`src/rtl/pipe_ctrl_pkg.sv`:
```
// Shared types for the pipeline hazard controller: tracker entries, stage indices, select encoding.
// Register indices are carried at MAX_REG_BITS wide so one struct serves every REG_BITS build.
package pipe_ctrl_pkg;

    localparam int MAX_REG_BITS    = 8;
    localparam int FWD_SEL_REGFILE = 0;

    localparam int STG_EX    = 0;
    localparam int STG_EXMEM = 1;
    localparam int STG_MEMWB = 2;

    typedef logic [MAX_REG_BITS-1:0] reg_idx_t;

    typedef struct packed {
        logic     v;
        reg_idx_t rd;
        logic     rw;
        logic     ld;
    } trk_ent_t;

    typedef struct packed {
        logic     v;
        reg_idx_t rs1;
        reg_idx_t rs2;
        logic     use1;
        logic     use2;
        reg_idx_t rd;
        logic     rw;
        logic     ld;
    } ex_ent_t;

    // x0 never creates a dependency.
    function automatic logic src_hit(input reg_idx_t rd, input reg_idx_t rs1, input logic use1,
                                     input reg_idx_t rs2, input logic use2);
        return (rd != '0) && ((use1 && (rd == rs1)) || (use2 && (rd == rs2)));
    endfunction

endpackage

```
`src/rtl/pipe_fwd_match.sv`:
```
// Priority match of one EX source index against the post-EX tracker; youngest eligible producer wins.
// Purely combinational, 0-cycle latency; no flow control of its own.
module pipe_fwd_match
    import pipe_ctrl_pkg::*;
#(
    parameter int FWD_DEPTH      = 2,
    parameter int LOAD_READY_STG = 2,
    parameter int SEL_W          = $clog2(FWD_DEPTH + 1)
) (
    input  reg_idx_t                   src,
    input  logic                       use_src,
    input  trk_ent_t [FWD_DEPTH:1]     trk,
    output logic     [SEL_W-1:0]       sel
);

    // Walk oldest to youngest so the lowest matching stage overwrites the rest.
    always_comb begin
        sel = SEL_W'(FWD_SEL_REGFILE);
        for (int k = FWD_DEPTH; k >= STG_EXMEM; k--) begin
            if (use_src && trk[k].v && trk[k].rw && (trk[k].rd == src) && (src != '0) &&
                (!trk[k].ld || (k >= LOAD_READY_STG)))
                sel = SEL_W'(k);
        end
    end

endmodule

```
`src/rtl/pipe_hazard_ctrl.sv`:
```
// Central forward/load-use/redirect/freeze controller; 0-cycle control from a registered tracker.
// dmem_ready=0 freezes everything and defers redirects; perf counters only with HAZARD_PERF_CNT_EN.
module pipe_hazard_ctrl
    import pipe_ctrl_pkg::*;
#(
    parameter int REG_BITS       = 5,
    parameter int FWD_DEPTH      = 2,
    parameter int LOAD_READY_STG = 2,
    parameter int FLUSH_STAGES   = 2
) (
    input  logic                               clk,
    input  logic                               reset,
    input  logic                               id_valid,
    input  logic [REG_BITS-1:0]                id_rs1,
    input  logic [REG_BITS-1:0]                id_rs2,
    input  logic                               id_use_rs1,
    input  logic                               id_use_rs2,
    input  logic [REG_BITS-1:0]                id_rd,
    input  logic                               id_regwrite,
    input  logic                               id_memread,
    input  logic                               redirect,
    input  logic                               dmem_ready,
    output logic                               pc_write,
    output logic                               if_id_write,
    output logic                               id_ex_bubble,
    output logic [FLUSH_STAGES-1:0]            flush,
    output logic [$clog2(FWD_DEPTH+1)-1:0]     fwd_a,
    output logic [$clog2(FWD_DEPTH+1)-1:0]     fwd_b,
    output logic [31:0]                        stall_cnt,
    output logic [31:0]                        flush_cnt
);

    ex_ent_t                ex_q;
    ex_ent_t                id_ent;
    trk_ent_t [FWD_DEPTH:1] trk_q;
    logic                   redir_pend_q;
    logic                   load_use;
    logic                   redir_go;
    logic                   stall_go;

    always_comb begin
        id_ent      = '0;
        id_ent.v    = 1'b1;
        id_ent.rs1  = reg_idx_t'(id_rs1);
        id_ent.rs2  = reg_idx_t'(id_rs2);
        id_ent.use1 = id_use_rs1;
        id_ent.use2 = id_use_rs2;
        id_ent.rd   = reg_idx_t'(id_rd);
        id_ent.rw   = id_regwrite;
        id_ent.ld   = id_memread;
    end

    // A load stalls ID only while it cannot reach LOAD_READY_STG before the consumer enters EX.
    always_comb begin
        load_use = 1'b0;
        if (id_valid) begin
            if (ex_q.v && ex_q.ld && ex_q.rw && (STG_EX + 1 < LOAD_READY_STG) &&
                src_hit(ex_q.rd, id_ent.rs1, id_use_rs1, id_ent.rs2, id_use_rs2))
                load_use = 1'b1;
            for (int k = STG_EXMEM; k <= FWD_DEPTH; k++) begin
                if (trk_q[k].v && trk_q[k].ld && trk_q[k].rw && (k + 1 < LOAD_READY_STG) &&
                    src_hit(trk_q[k].rd, id_ent.rs1, id_use_rs1, id_ent.rs2, id_use_rs2))
                    load_use = 1'b1;
            end
        end
    end

    assign redir_go = dmem_ready && (redirect || redir_pend_q);
    assign stall_go = dmem_ready && !redir_go && load_use;

    always_comb begin
        pc_write     = 1'b1;
        if_id_write  = 1'b1;
        id_ex_bubble = 1'b0;
        flush        = '0;
        if (reset) begin
            if (!dmem_ready) begin
                pc_write    = 1'b0;
                if_id_write = 1'b0;
            end else if (redir_go) begin
                flush = '1;
            end else if (stall_go) begin
                pc_write     = 1'b0;
                if_id_write  = 1'b0;
                id_ex_bubble = 1'b1;
            end
        end
    end

    always_ff @(posedge clk or negedge reset) begin
        if (!reset) begin
            ex_q         <= '0;
            trk_q        <= '0;
            redir_pend_q <= 1'b0;
        end else if (dmem_ready) begin
            redir_pend_q <= 1'b0;
            trk_q[STG_EXMEM] <= {ex_q.v, ex_q.rd, ex_q.rw, ex_q.ld};
            for (int k = STG_EXMEM + 1; k <= FWD_DEPTH; k++)
                trk_q[k] <= trk_q[k-1];
            if (redir_go || stall_go || !id_valid)
                ex_q <= '0;
            else
                ex_q <= id_ent;
        end else if (redirect) begin
            redir_pend_q <= 1'b1;
        end
    end

    pipe_fwd_match #(
        .FWD_DEPTH      (FWD_DEPTH),
        .LOAD_READY_STG (LOAD_READY_STG)
    ) u_fwd_a (
        .src     (ex_q.rs1),
        .use_src (ex_q.v && ex_q.use1),
        .trk     (trk_q),
        .sel     (fwd_a)
    );

    pipe_fwd_match #(
        .FWD_DEPTH      (FWD_DEPTH),
        .LOAD_READY_STG (LOAD_READY_STG)
    ) u_fwd_b (
        .src     (ex_q.rs2),
        .use_src (ex_q.v && ex_q.use2),
        .trk     (trk_q),
        .sel     (fwd_b)
    );

`ifdef HAZARD_PERF_CNT_EN
    logic [31:0] stall_cnt_q;
    logic [31:0] flush_cnt_q;

    always_ff @(posedge clk or negedge reset) begin
        if (!reset) begin
            stall_cnt_q <= '0;
            flush_cnt_q <= '0;
        end else begin
            if ((!dmem_ready || stall_go) && (stall_cnt_q != '1))
                stall_cnt_q <= stall_cnt_q + 32'd1;
            if (redir_go && (flush_cnt_q != '1))
                flush_cnt_q <= flush_cnt_q + 32'd1;
        end
    end

    assign stall_cnt = stall_cnt_q;
    assign flush_cnt = flush_cnt_q;
`else
    assign stall_cnt = 32'd0;
    assign flush_cnt = 32'd0;
`endif

endmodule
```
`config.mk`:
```
export PLATFORM = sky130hd
export DESIGN_NAME = pipe_hazard_ctrl
export DESIGN_NICKNAME = d
export VERILOG_FILES = /design/src/rtl/pipe_ctrl_pkg.sv /design/src/rtl/pipe_fwd_match.sv /design/src/rtl/pipe_hazard_ctrl.sv
export SDC_FILE = /design/constraint.sdc
export NUM_CORES = 1
export LEC_CHECK = 0
export CORE_MARGIN = 2
export CORE_UTILIZATION = 40
export CTS_CLUSTER_SIZE = 8
export DETAILED_ROUTE_END_ITERATION = 12
export PLACE_DENSITY = 0.74
export REMOVE_ABC_BUFFERS = 1
export SLEW_MARGIN = 20
export SYNTH_ARGS = -nofsm -noshare
export SYNTH_HDL_FRONTEND = slang
export SYNTH_HIERARCHICAL = 1
export SYNTH_SLANG_ARGS = --single-unit
```
`constraint.sdc`:
```
create_clock -name clk -period 1.8 [get_ports clk]
set_input_delay 0.27 -clock clk [delete_from_list [all_inputs] [get_ports clk]]
set_output_delay 0.27 -clock clk [all_outputs]
set_load 0.01 [all_outputs]
```
==> impl_metrics.yaml <==
outcome:
  failed_checks: "setup timing"
  status: "finished, violations left"
floorplanning:
  die_h_um: 85.7
  die_w_um: 85.7
  rows: 29
  fp.dieArea_mm2: 0.00734
  initial_utilization_pct: 41.8
  num_io_pins: 97
  core_area_mm2: 0.00639
cells_and_area:
  antenna_cells: 0
  layout_commonest_cell: "conb_1"
  drive_gt1_share_pct: 31.1
  num-fill-cells: 532
  layout.nets: 419
  final_area_mm2: 0.00364
  layout_common_cells: "conb_1, buf_4, dfrtp_1"
  final_core_utilization_pct: 57.0
  area_growth_pct: 36.4
routing:
  post_drt_wl_per_cell_um: 14.9
  drt_pre_antenna_iters: 4
  drc: 0
  viasPerCell: 4.74
  ant_nets: 0
  vias: 2242
  drt_iter0_markers: 114
  wl_um: 7050
setup_path:
  worstSetupPathType: "flop to primary output"
  startpoint_type: "flop"
  critPathTopFamily: "simple AND/OR/NAND/NOR gates"
  cp.arrival_ps: 1820
  crit_path_max_fanout: 5
  max_stage_delay_ps: 540
  crit_buf_inv: 1
  slowest_stage: "or4_4"
  cp.required_ps: 1530
  end_kind: "primary output"
  cp_cell_sequence: "or4_4, o21ai_4, nor2_2, a22oi_2, buf_2"
sta:
  rsz0062_at_grt: "yes"
  setup_violations: 27
  hold_viol_final: 0
  maxSlewViolCount: 0
  fin_skew_ps: 7.93
  fin_crit_ps: 2090
  timing.final.ws_setup_ps: -294
  whs_ps: 11.8
  fmax_mhz: 478
  period_share_pct: 116
placement:
  dp_hpwl_um: 4640
  place_area_mm2: 0.00320
  gp_routability_congestion: 0.800
  io_buffers: 32
power_and_ir_drop:
  power.share.switching_pct: 31.8
  power.total_uw: 2350
  p_int_uw: 1600
  p_switching_uw: 746
  p_leak_uw: 0.00173
  ir_drop_mv: 0.506
  clkPwrFrac_pct: 25.3
  p_comb_share_pct: 32.4
  seqPwrFrac_pct: 42.4
  power_density_mw_per_mm2: 645
clocking:
  clock-sinks: 36
  cts_tree: "done"
  clock_path_buffers: 2
  clk_pin_slew_ps: 70
  cts_made_buffers: 5
  clockRootBuffer: "clkbuf_8"
  cts_hold_buf: 0
  insertion_delay_ps: 290
  htree_levels: 2
global_routing:
  grt_pass1_wl_um: 10500
  overflow: 0
  grt_max_degree: 41
  antenna_found_initial: 0
  grt_pass1_vias: 2084
  grt_usage_pct: 18.4
synthesis:
  synth.avg_cell_area_um2: 9.56
  postSynthCellCount: 279
  yosysWarnings: 6
  netlist_area_mm2: 0.00267
min_path:
  hp-class: "input pin to asynchronous set/reset pin"
flow_run:
  drv_cap: 0
[area by class of cell]
cell class	count	area [um2]	area share, %
Multi-Input combinational cell	256	1690	46.4
Sequential cell	36	908	25.0
Timing Repair Buffer	95	848	23.3
Tap cell	77	96.3	2.65
Clock inverter	2	10.0	0.275
Inverter	1	3.75	0.103
Clock buffer	6	82.6	2.27
[worst reg2reg max path, cell delays in order, from the launching register on]
cell and delay (ps):
dfrtp_2 470, or4_4 540, o21ai_4 190, buf_6 140, buf_6 130, clkbuf_16 150
a32oi_1 100, o21ai_1 110
[metal layers]
metal	up-vias	track usage, %	wire (um)
met5	-	0	0
met1	1075	22.9	2840
li1	1049	-	-
met3	20	3.27	422
met4	0	6.78	205
met2	98	32.0	3580
[registers in the layout, indices dropped and copies added (netlist names)]
name / flops
ex_q: 20
redir_pend_q: 1
trk_q: 15
[per-stage QoR]
step                setup WS, ps  instances  TNS [ps]
floorplan                  -2480        293    -47660
global placement            -692        445     -4400
detailed placement          -701        445     -5650
CTS                         -275        464     -1160
global route                -344        473     -3560
finish                      -294        473     -2240
[worst paths after layout]
| check | from | to | slack (ps) | cells past startpoint |
|---|---|---|---|---|
| min | reset | ex_q[2] | 10 | 2 |
| min reg2reg | ex_q[10] | ex_q[10] | 530 | 2 |
| max reg2reg | ex_q[5] | ex_q[15] | -80 | 7 |
| max in group asynchronous | reset | ex_q[23] | 1410 | 2 |
| min in group clk | id_rs2[4] | ex_q[16] | 320 | 3 |
| max | ex_q[5] | if_id_write | -290 | 5 |
[repair_timing]
item | 4_1_cts | 5_1_grt
pin swaps | 18 | 12
resized for setup | 65 | 25
gates cloned | 1 | 2
setup endpoints to repair | 14 | 25
buffers inserted | 11 | 7
[power groups by stage]
| stage | registers (uW) | clock network [uW] | logic (uW) |
|---|---|---|---|
| CTS | 987 | 601 | 702 |
| global route | 1000 | 645 | 819 |
| finish | 994 | 592 | 759 |
| floorplan | 983 | 0 | 346 |
| detailed placement | 1000 | 0 | 614 |
| global placement | 996 | 0 | 599 |
(Power assumes the default switching activity.)
